**src/rtl/darwin_tx_pkg.sv**
```systemverilog
// darwin_tx_pkg: shared types and defaults for the darwin transmit handshake.
//   tx_state_e      - handshake FSM state encoding
//   DATA_W_DEF      - default word width sent to the chip
//   TIMEOUT_DEF     - default ack-edge timeout in clock cycles (legal 2..65535)
//   TX_COUNT_W      - width of the completed-word counter
//   tmo_cnt_width() - bits needed to count up to a given timeout
package darwin_tx_pkg;

   localparam int DATA_W_DEF  = 32;
   localparam int TIMEOUT_DEF = 1023;
   localparam int TX_COUNT_W  = 16;

   typedef enum logic [2:0] {
      IDLE   = 3'd0,
      SETUP  = 3'd1,
      REQ_HI = 3'd2,
      REQ_LO = 3'd3,
      ERR    = 3'd4
   } tx_state_e;

   function automatic int tmo_cnt_width(input int timeout_cycles);
      return $clog2(timeout_cycles + 1);
   endfunction

endpackage

```
**src/rtl/darwin_tx_hs_timeout_cnt.sv**
```systemverilog
// tx_timeout_cnt: cycle counter guarding each ack edge of the handshake.
//   clk     - system clock
//   rst     - synchronous active-high reset
//   clr     - restart the count (asserted on the edge that enters a wait state)
//   en      - high for every cycle spent in a wait state
//   expired - the current edge is the TIMEOUT_CYCLES-th edge since the clear
module tx_timeout_cnt
   import darwin_tx_pkg::*;
#(
   parameter int TIMEOUT_CYCLES = TIMEOUT_DEF
) (
   input  logic clk,
   input  logic rst,
   input  logic clr,
   input  logic en,
   output logic expired
);

   localparam int CNT_W = tmo_cnt_width(TIMEOUT_CYCLES);
   // The count holds k-1 just before the k-th edge after the clear, so the
   // deadline edge is the one where the count has reached TIMEOUT_CYCLES-1.
   localparam logic [CNT_W-1:0] LAST = CNT_W'(TIMEOUT_CYCLES - 1);

   logic [CNT_W-1:0] cnt;

   always_ff @(posedge clk) begin
      if (rst || clr) begin
         cnt <= '0;
      end else if (en) begin
         cnt <= cnt + CNT_W'(1);
      end
   end

   assign expired = en && (cnt == LAST);

endmodule

```
**src/rtl/darwin_tx_hs.sv**
```systemverilog
// darwin_tx_hs: sends one upstream word at a time to the chip over a 4-phase
// req/ack handshake, with a per-edge timeout and a sticky error state.
//   clk, rst             - system clock, synchronous active-high reset
//   s_data/s_valid/s_ready - upstream word interface (accept on valid && ready)
//   ack_sync             - chip acknowledge, already synchronized
//   tx_data, tx_req      - word and request driven to the chip pads (flopped)
//   busy                 - FSM is not IDLE
//   tx_count             - completed words, wraps at 16 bits (flopped)
//   timeout_err          - sticky timeout flag (flopped)
//   err_clr              - leaves ERR once ack_sync is low
//
// state  | meaning
// IDLE   | waiting for an upstream word; ready only while ack_sync is low
// SETUP  | word latched on the pads, one cycle of data setup before request
// REQ_HI | waiting for ack_sync high; tx_req is raised one cycle after entry
// REQ_LO | request dropped, waiting for ack_sync low to complete the word
// ERR    | an ack edge timed out; waits for err_clr with ack_sync low
module darwin_tx_hs
   import darwin_tx_pkg::*;
#(
   parameter int DATA_W         = DATA_W_DEF,
   parameter int TIMEOUT_CYCLES = TIMEOUT_DEF
) (
   input  logic                  clk,
   input  logic                  rst,
   input  logic [DATA_W-1:0]     s_data,
   input  logic                  s_valid,
   output logic                  s_ready,
   input  logic                  ack_sync,
   output logic [DATA_W-1:0]     tx_data,
   output logic                  tx_req,
   output logic                  busy,
   output logic [TX_COUNT_W-1:0] tx_count,
   output logic                  timeout_err,
   input  logic                  err_clr
);

   tx_state_e state_q;
   tx_state_e state_d;

   logic load_data;
   logic word_done;
   logic req_d;
   logic tmo_clr;
   logic tmo_en;
   logic tmo_expired;

   always_comb begin
      state_d   = state_q;
      load_data = 1'b0;
      word_done = 1'b0;
      tmo_en    = 1'b0;

      case (state_q)
         IDLE: begin
            if (s_valid && s_ready) begin
               state_d   = SETUP;
               load_data = 1'b1;
            end
         end
         SETUP: begin
            state_d = REQ_HI;
         end
         REQ_HI: begin
            tmo_en = 1'b1;
            // An ack on the deadline edge still counts as on time.
            if (ack_sync) begin
               state_d = REQ_LO;
            end else if (tmo_expired) begin
               state_d = ERR;
            end
         end
         REQ_LO: begin
            tmo_en = 1'b1;
            if (!ack_sync) begin
               state_d   = IDLE;
               word_done = 1'b1;
            end else if (tmo_expired) begin
               state_d = ERR;
            end
         end
         ERR: begin
            if (err_clr && !ack_sync) begin
               state_d = IDLE;
            end
         end
         default: begin
            state_d = IDLE;
         end
      endcase
   end

   // Request goes high on the second edge after SETUP entry and drops on the
   // same edge that samples the ack, so it is only high while waiting in REQ_HI.
   assign req_d   = (state_q == REQ_HI) && (state_d == REQ_HI);
   assign tmo_clr = ((state_d == REQ_HI) && (state_q != REQ_HI)) ||
                    ((state_d == REQ_LO) && (state_q != REQ_LO));

   tx_timeout_cnt #(
      .TIMEOUT_CYCLES(TIMEOUT_CYCLES)
   ) u_timeout (
      .clk    (clk),
      .rst    (rst),
      .clr    (tmo_clr),
      .en     (tmo_en),
      .expired(tmo_expired)
   );

   always_ff @(posedge clk) begin
      if (rst) begin
         state_q     <= IDLE;
         tx_req      <= 1'b0;
         tx_data     <= '0;
         tx_count    <= '0;
         timeout_err <= 1'b0;
      end else begin
         state_q     <= state_d;
         tx_req      <= req_d;
         timeout_err <= (state_d == ERR);
         if (load_data) begin
            tx_data <= s_data;
         end
         if (word_done) begin
            tx_count <= tx_count + TX_COUNT_W'(1);
         end
      end
   end

   assign s_ready = (state_q == IDLE) && !ack_sync;
   assign busy    = (state_q != IDLE);

endmodule

```
**config.mk**
```make
export PLATFORM = sky130hd
export DESIGN_NAME = darwin_tx_hs
export DESIGN_NICKNAME = d
export VERILOG_FILES = /design/src/rtl/darwin_tx_pkg.sv /design/src/rtl/darwin_tx_hs_timeout_cnt.sv /design/src/rtl/darwin_tx_hs.sv
export SDC_FILE = /design/constraint.sdc
export NUM_CORES = 1
export LEC_CHECK = 0
export BUFFER_PORTS_ARGS = -buffer_cell sky130_fd_sc_hd__buf_2
export CAP_MARGIN = 15
export CORE_ASPECT_RATIO = 0.5
export CORE_MARGIN = 3
export CORE_UTILIZATION = 49
export CTS_CLUSTER_DIAMETER = 80
export CTS_CLUSTER_SIZE = 20
export DETAILED_ROUTE_END_ITERATION = 7
export GPL_TIMING_DRIVEN = 0
export PLACE_DENSITY_LB_ADDON = 0.12
export SKIP_CTS_REPAIR_TIMING = 1
export SLEW_MARGIN = 20
export SYNTH_ARGS = -nofsm -noshare
export SYNTH_HDL_FRONTEND = slang
export SYNTH_SLANG_ARGS = --single-unit
```
**constraint.sdc**
```tcl
create_clock -name clk -period 2.1 [get_ports clk]
set_clock_uncertainty 0.2 [all_clocks]
set_input_delay 0.21 -clock clk [delete_from_list [all_inputs] [get_ports clk]]
set_output_delay 0.21 -clock clk [all_outputs]
set_load 0.02 [all_outputs]
```
==> results of run 1 <==
## flip-flops by register name, indices dropped and copies added, names as in the netlist
name and flops:
tx_req 1, state_q 3, timeout_err 1, tx_count 16, tx_data 32, u_timeout.cnt 10
## final cells by class
cell class              instances  area share
flip-flops and latches         63       0.343
multi-input cells             219       0.328
plain buffers                  20      0.0354
well taps                      70      0.0238
clock inverters                 5      0.0221
clock buffers                  11      0.0385
repair buffers                119       0.207
inverters                       2     0.00204
## report_power, final
| part | total [W] | switching, W | leakage [nW] | internal (W) |
|---|---|---|---|---|
| clock network | 0.00115 | 0.000452 | 0.110 | 0.000701 |
| registers | 0.00129 | 0.0000367 | 0.511 | 0.00125 |
| logic | 0.000443 | 0.000248 | 0.958 | 0.000196 |
| total | 0.00288 | 0.000736 | 1.58 | 0.00214 |
## worst paths after layout
path                                     to  slack, ns  cells past startpoint
worst max-delay path             tx_data[8]       0.10                      7
worst max register to register   tx_data[8]       0.10                      7
worst min register to register  tx_data[10]       0.25                      2
worst min-delay path             tx_data[0]       0.01                      4
## through the flow
| step | area [µm²] | utilization | hold slack [ns] | std cells |
|---|---|---|---|---|
| 2_1_floorplan | 2590 | - | 0.146 | 304 |
| 3_3_place_gp | 3110 | 0.620 | 0.239 | 460 |
| 3_5_place_dp | 3110 | 0.620 | 0.244 | 460 |
| 4_1_cts | 3330 | 0.664 | -0.114 | 476 |
| 5_1_grt | 3670 | 0.731 | 0.0343 | 509 |
| 6_report | 3670 | 0.731 | 0.0145 | 509 |
## metal layers
| metal | vias up | global-route usage | wire, µm |
|---|---|---|---|
| li1 | 1288 | - | - |
| met1 | 1189 | 0.248 | 3020 |
| met2 | 79 | 0.314 | 3220 |
| met3 | 15 | 0.0768 | 448 |
| met4 | 0 | 0.0540 | 153 |
| met5 | - | 0 | 0 |
## critical path, delay by kind of cell, from the launching register on
| family | cells | cell delay [ns] |
|---|---|---|
| buffers and inverters | 3 | 0.45 |
| AO/OA/AOI/OAI | 1 | 0.06 |
| flip-flops | 1 | 0.30 |
| AND/OR/NAND/NOR | 3 | 0.85 |
## cell families (layout without fill, tap and decap cells)
kind of cell               count (synthesis)  count (layout)  synth area share
adders and majority gates                  3               3            0.0145
muxes                                      1               1           0.00386
xor gates and xnor gates                  19              19            0.0642
AOI/OAI and AO/OA                         52              52             0.107
buffers and inverters                     22             157            0.0521
DFF                                       63              63             0.486
and+or+nand+nor                          144             144             0.273
## layout by cell type, fill, tap and decap left out, types with 3 or more instances in the layout
cell type / n
clkbuf_1: 8
xor2_1: 12
nor2_1: 22
xnor2_1: 7
nor3_1: 4
nand4_1: 11
buf_2: 91
dfxtp_1: 63
nand3_1: 6
a21oi_1: 41
ha_1: 3
dlygate4sd3_1: 33
nand2_1: 73
o21ai_0: 5
buf_6: 6
and3_1: 4
clkbuf_8: 10
or3_1: 5
and4_1: 3
==> results.py, run 1 <==
metrics = {
    "status": {
        "status": "finished clean",
    },
    "layout": {
        "diodes": 0,
        "seq_area_um2": 1260,
        "drive_gt1_frac": 0.264,
        "area_growth_pct": 41.6,
        "multi_input_area_um2": 1200,
        "num-fill-cells": 371,
        "nets": 474,
    },
    "timing": {
        "setup_viol": 0,
        "tightest_slew_ns": 0.485,
        "finalHoldViolCount": 0,
        "slew_violations": 0,
        "tns_ns": 0,
        "period_minus_slack_ns": 2.00,
        "rsz0062_at_grt": "no",
        "setup_ws_ns": 0.103,
        "max_freq_mhz": 501,
        "timing.slew.headroom": 0.677,
        "min_period_over_period": 0.951,
    },
    "global_route": {
        "grt_pass1_wl_um": 9580,
        "grt_max_degree": 12,
        "antenna_found_initial": 0,
        "track_usage": 0.196,
        "grt_pass1_vias": 2124,
        "gr-total-overflow": 0,
    },
    "clocking": {
        "cts_root_buf": "clkbuf_8",
        "cts_tree": "done",
        "h-tree-depth": 3,
        "clk_pin_slew_ns": 0.07,
        "worstSkewPairLatency_ns": 0.34,
        "cts_buffers": 9,
        "clock-sinks": 63,
        "clock_path_buffers": 2,
    },
    "pwr": {
        "power_density_nw_per_um2": 784,
        "power_w": 0.00288,
        "power_leakage_nw": 1.58,
        "ir_worst_vdd_mv": 0.471,
    },
    "drt": {
        "post-route-drc-count": 0,
        "drtIter0Drc": 256,
        "vias": 2571,
        "ant_nets": 0,
        "viasPerCell": 5.05,
        "dr.pass1.iters": 5,
        "routedWlPerCell_um": 13.4,
        "wirelength_um": 6840,
    },
    "floorplan": {
        "core_um2": 5020,
        "dieHeight_um": 57.4,
        "chipWidth_um": 109,
        "start_util": 0.516,
        "ios": 89,
        "row_count": 18,
        "die-area_um2": 6260,
    },
    "worst_hold_path": {
        "hold_start": "ack_sync",
        "holdCritPathClass": "in2reg",
    },
    "yosys": {
        "synth-main-ff-cell": "dfxtp_1",
        "synth_area_per_cell_um2": 8.53,
        "ys_warn_count": 0,
        "synthTopCellsByArea": "dfxtp_1, nand2_1, a21oi_1",
        "synth_common_cells": "nand2_1, dfxtp_1, a21oi_1, nor2_1, xor2_1",
        "yosysMostFrequentCell": "nand2_1",
        "yosys_register_bits": 63,
        "synthesis.area_um2": 2590,
        "synthCells": 304,
        "synth-edff-count": 0,
        "synth_fp_nets": 344,
        "synth-async-reset-ratio": 0,
        "yosysTopAreaCell": "dfxtp_1",
        "ys_types": 38,
        "synth_top_area_share": 0.486,
        "yosysSeqAreaShare": 0.486,
    },
    "critical_path": {
        "crit_path_cell_trace": "buf_6 -> or3_4 -> or3b_1 -> buf_2 -> buf_6 -> nand2_1 -> a21oi_1",
        "crit_fanout": 10,
        "cp_slowest_cell": "or3_4",
        "arrival_ns": 2.00,
        "critPathKind": "reg2reg",
        "start_kind": "register",
        "crit_path_frequent_cell": "buf_6",
        "cp-end-kind": "register",
        "worstSetupStartpoint": "state_q[1]",
        "crit_path_max_incr_delay_ns": 0.41,
        "timing.rr.start": "state_q[1]",
        "crit_required_ns": 2.10,
    },
    "placed_design": {
        "routabilityCongestion": 0.808,
        "port_buffers": 86,
        "preCtsSetupSlack_ns": 0.110,
        "dpl.hpwl_um": 4470,
    },
    "job": {
        "maxCapViolCount": 0,
    },
}
Power figures use the tool's default switching activity.
==> run 2: changes to the inputs <==
--- a/config.mk
+++ b/config.mk
@@ -7,7 +7,6 @@
 export LEC_CHECK = 0
 export BUFFER_PORTS_ARGS = -buffer_cell sky130_fd_sc_hd__buf_2
 export CAP_MARGIN = 15
-export CORE_ASPECT_RATIO = 0.5
 export CORE_MARGIN = 3
 export CORE_UTILIZATION = 49
 export CTS_CLUSTER_DIAMETER = 80
==> results.py, run 2 (synthesis gave the netlist of run 1 again) <==
metrics = {
    "clocking": {
        "cts_tree": "done",
        "cts_buffers": 9,
        "cts_root_buf": "clkbuf_8",
        "clock_path_buffers": 2,
        "h-tree-depth": 3,
        "clock-sinks": 63,
        "clk_pin_slew_ns": 0.07,
        "worstSkewPairLatency_ns": 0.34,
    },
    "layout": {
        "drive_gt1_frac": 0.263,
        "final_common_cell": "buf_2",
        "num-fill-cells": 396,
        "largest-register": "tx_data",
        "nets": 474,
        "fin_util": 0.734,
        "area_growth_pct": 38.9,
        "reg_top3": "tx_data: 32 flops, tx_count: 16 flops, u_timeout.cnt: 10 flops",
        "largest_register_ffs": 32,
        "diodes": 0,
        "fin_cells": 505,
        "layout_common_cells": "buf_2, nand2_1, dfxtp_1",
    },
    "status": {
        "status": "finished clean",
    },
    "floorplan": {
        "die-area_um2": 6200,
        "ios": 89,
        "row_count": 25,
        "dieHeight_um": 78.8,
        "core_um2": 4910,
        "chipWidth_um": 78.8,
        "start_util": 0.528,
    },
    "pwr": {
        "power_density_nw_per_um2": 728,
        "power_leakage_nw": 1.55,
        "power_w": 0.00262,
        "ir_worst_vdd_mv": 0.416,
    },
    "critical_path": {
        "critPathKind": "reg2reg",
        "cp-end-kind": "register",
        "start_kind": "register",
        "crit_required_ns": 2.11,
        "arrival_ns": 2.01,
        "crit_fanout": 10,
    },
    "timing": {
        "timing.slew.headroom": 0.668,
        "finalHoldViolCount": 0,
        "setup_viol": 0,
        "period_minus_slack_ns": 1.99,
        "rsz0062_at_grt": "no",
        "tightest_slew_ns": 0.499,
        "slew_violations": 0,
        "tns_ns": 0,
        "min_period_over_period": 0.950,
        "max_freq_mhz": 501,
    },
    "global_route": {
        "track_usage": 0.195,
        "grt_max_degree": 11,
        "grt_pass1_wl_um": 9430,
        "antenna_found_initial": 0,
        "grt_pass1_vias": 2082,
        "gr-total-overflow": 0,
    },
    "drt": {
        "wirelength_um": 6530,
        "vias": 2525,
        "dr.pass1.iters": 4,
        "drtIter0Drc": 148,
        "ant_nets": 0,
        "routedWlPerCell_um": 12.9,
        "post-route-drc-count": 0,
        "viasPerCell": 5.00,
    },
    "job": {
        "maxCapViolCount": 0,
    },
    "placed_design": {
        "routabilityCongestion": 0.767,
        "port_buffers": 86,
        "dp.cells": 457,
        "dpl.hpwl_um": 4200,
    },
    "worst_hold_path": {
        "holdCritPathClass": "in2reg",
    },
}
[run 2: changes by cell type in the layout (fill, tap and decap cells not counted), sizes merged]
cell | before | now
buf | 98 | 99
clkinv | 2 | 3
clkbuf | 19 | 18
bufinv | 2 | 0
[run 2: worst paths after layout]
| path | cells past startpoint | from | slack, ns | end |
|---|---|---|---|---|
| setup / recovery | 7 | state_q[1] | 0.11 | tx_data[6] |
| hold / removal | 4 | ack_sync | 0.02 | tx_data[1] |
| setup reg to reg | 7 | state_q[1] | 0.11 | tx_data[6] |
| hold reg to reg | 2 | tx_data[29] | 0.25 | tx_data[29] |
[run 2: cell type report]
class | instances | area (µm²) | share of cell area
sequential | 63 | 1260 | 0.350
multi-input combinational | 219 | 1200 | 0.332
timing repair buffer | 119 | 761 | 0.211
clock buffer | 11 | 141 | 0.0392
buffer | 20 | 128 | 0.0354
tap | 67 | 83.8 | 0.0233
clock inverter | 4 | 22.5 | 0.00625
inverter | 2 | 7.51 | 0.00208
[run 2: report_power, final]
| part | internal (W) | total (W) | switching, W |
|---|---|---|---|
| combinational | 0.000193 | 0.000439 | 0.000245 |
| clock | 0.000448 | 0.000902 | 0.000454 |
| sequential | 0.00125 | 0.00128 | 0.0000334 |
| total | 0.00189 | 0.00262 | 0.000733 |
[run 2: metal layers]
layer	vias up	part of all wire	routed length (µm)	global-route usage
met5	-	0	0	0
met1	1143	0.45	2930	0.249
li1	1292	-	-	-
met2	79	0.47	3070	0.305
met4	0	0.022	143	0.105
met3	11	0.060	389	0.0431
[run 2: critical path: stages (launching register included)]
cell	delay [ns]
dfxtp_1	0.31
buf_6	0.13
or3_4	0.41
or3b_1	0.37
buf_2	0.17
buf_6	0.15
nand2_1	0.08
a21oi_1	0.06
[run 2: through the flow]
step | cell area, µm² | worst slack (ns) | hold WS (ns)
floorplan | 2590 | 0.159 | 0.146
detailed placement | 3110 | 0.122 | 0.242
finish | 3600 | 0.105 | 0.0236
CTS | 3270 | 0.111 | -0.124
global route | 3600 | 0.0176 | 0.0305
global placement | 3110 | 0.131 | 0.238
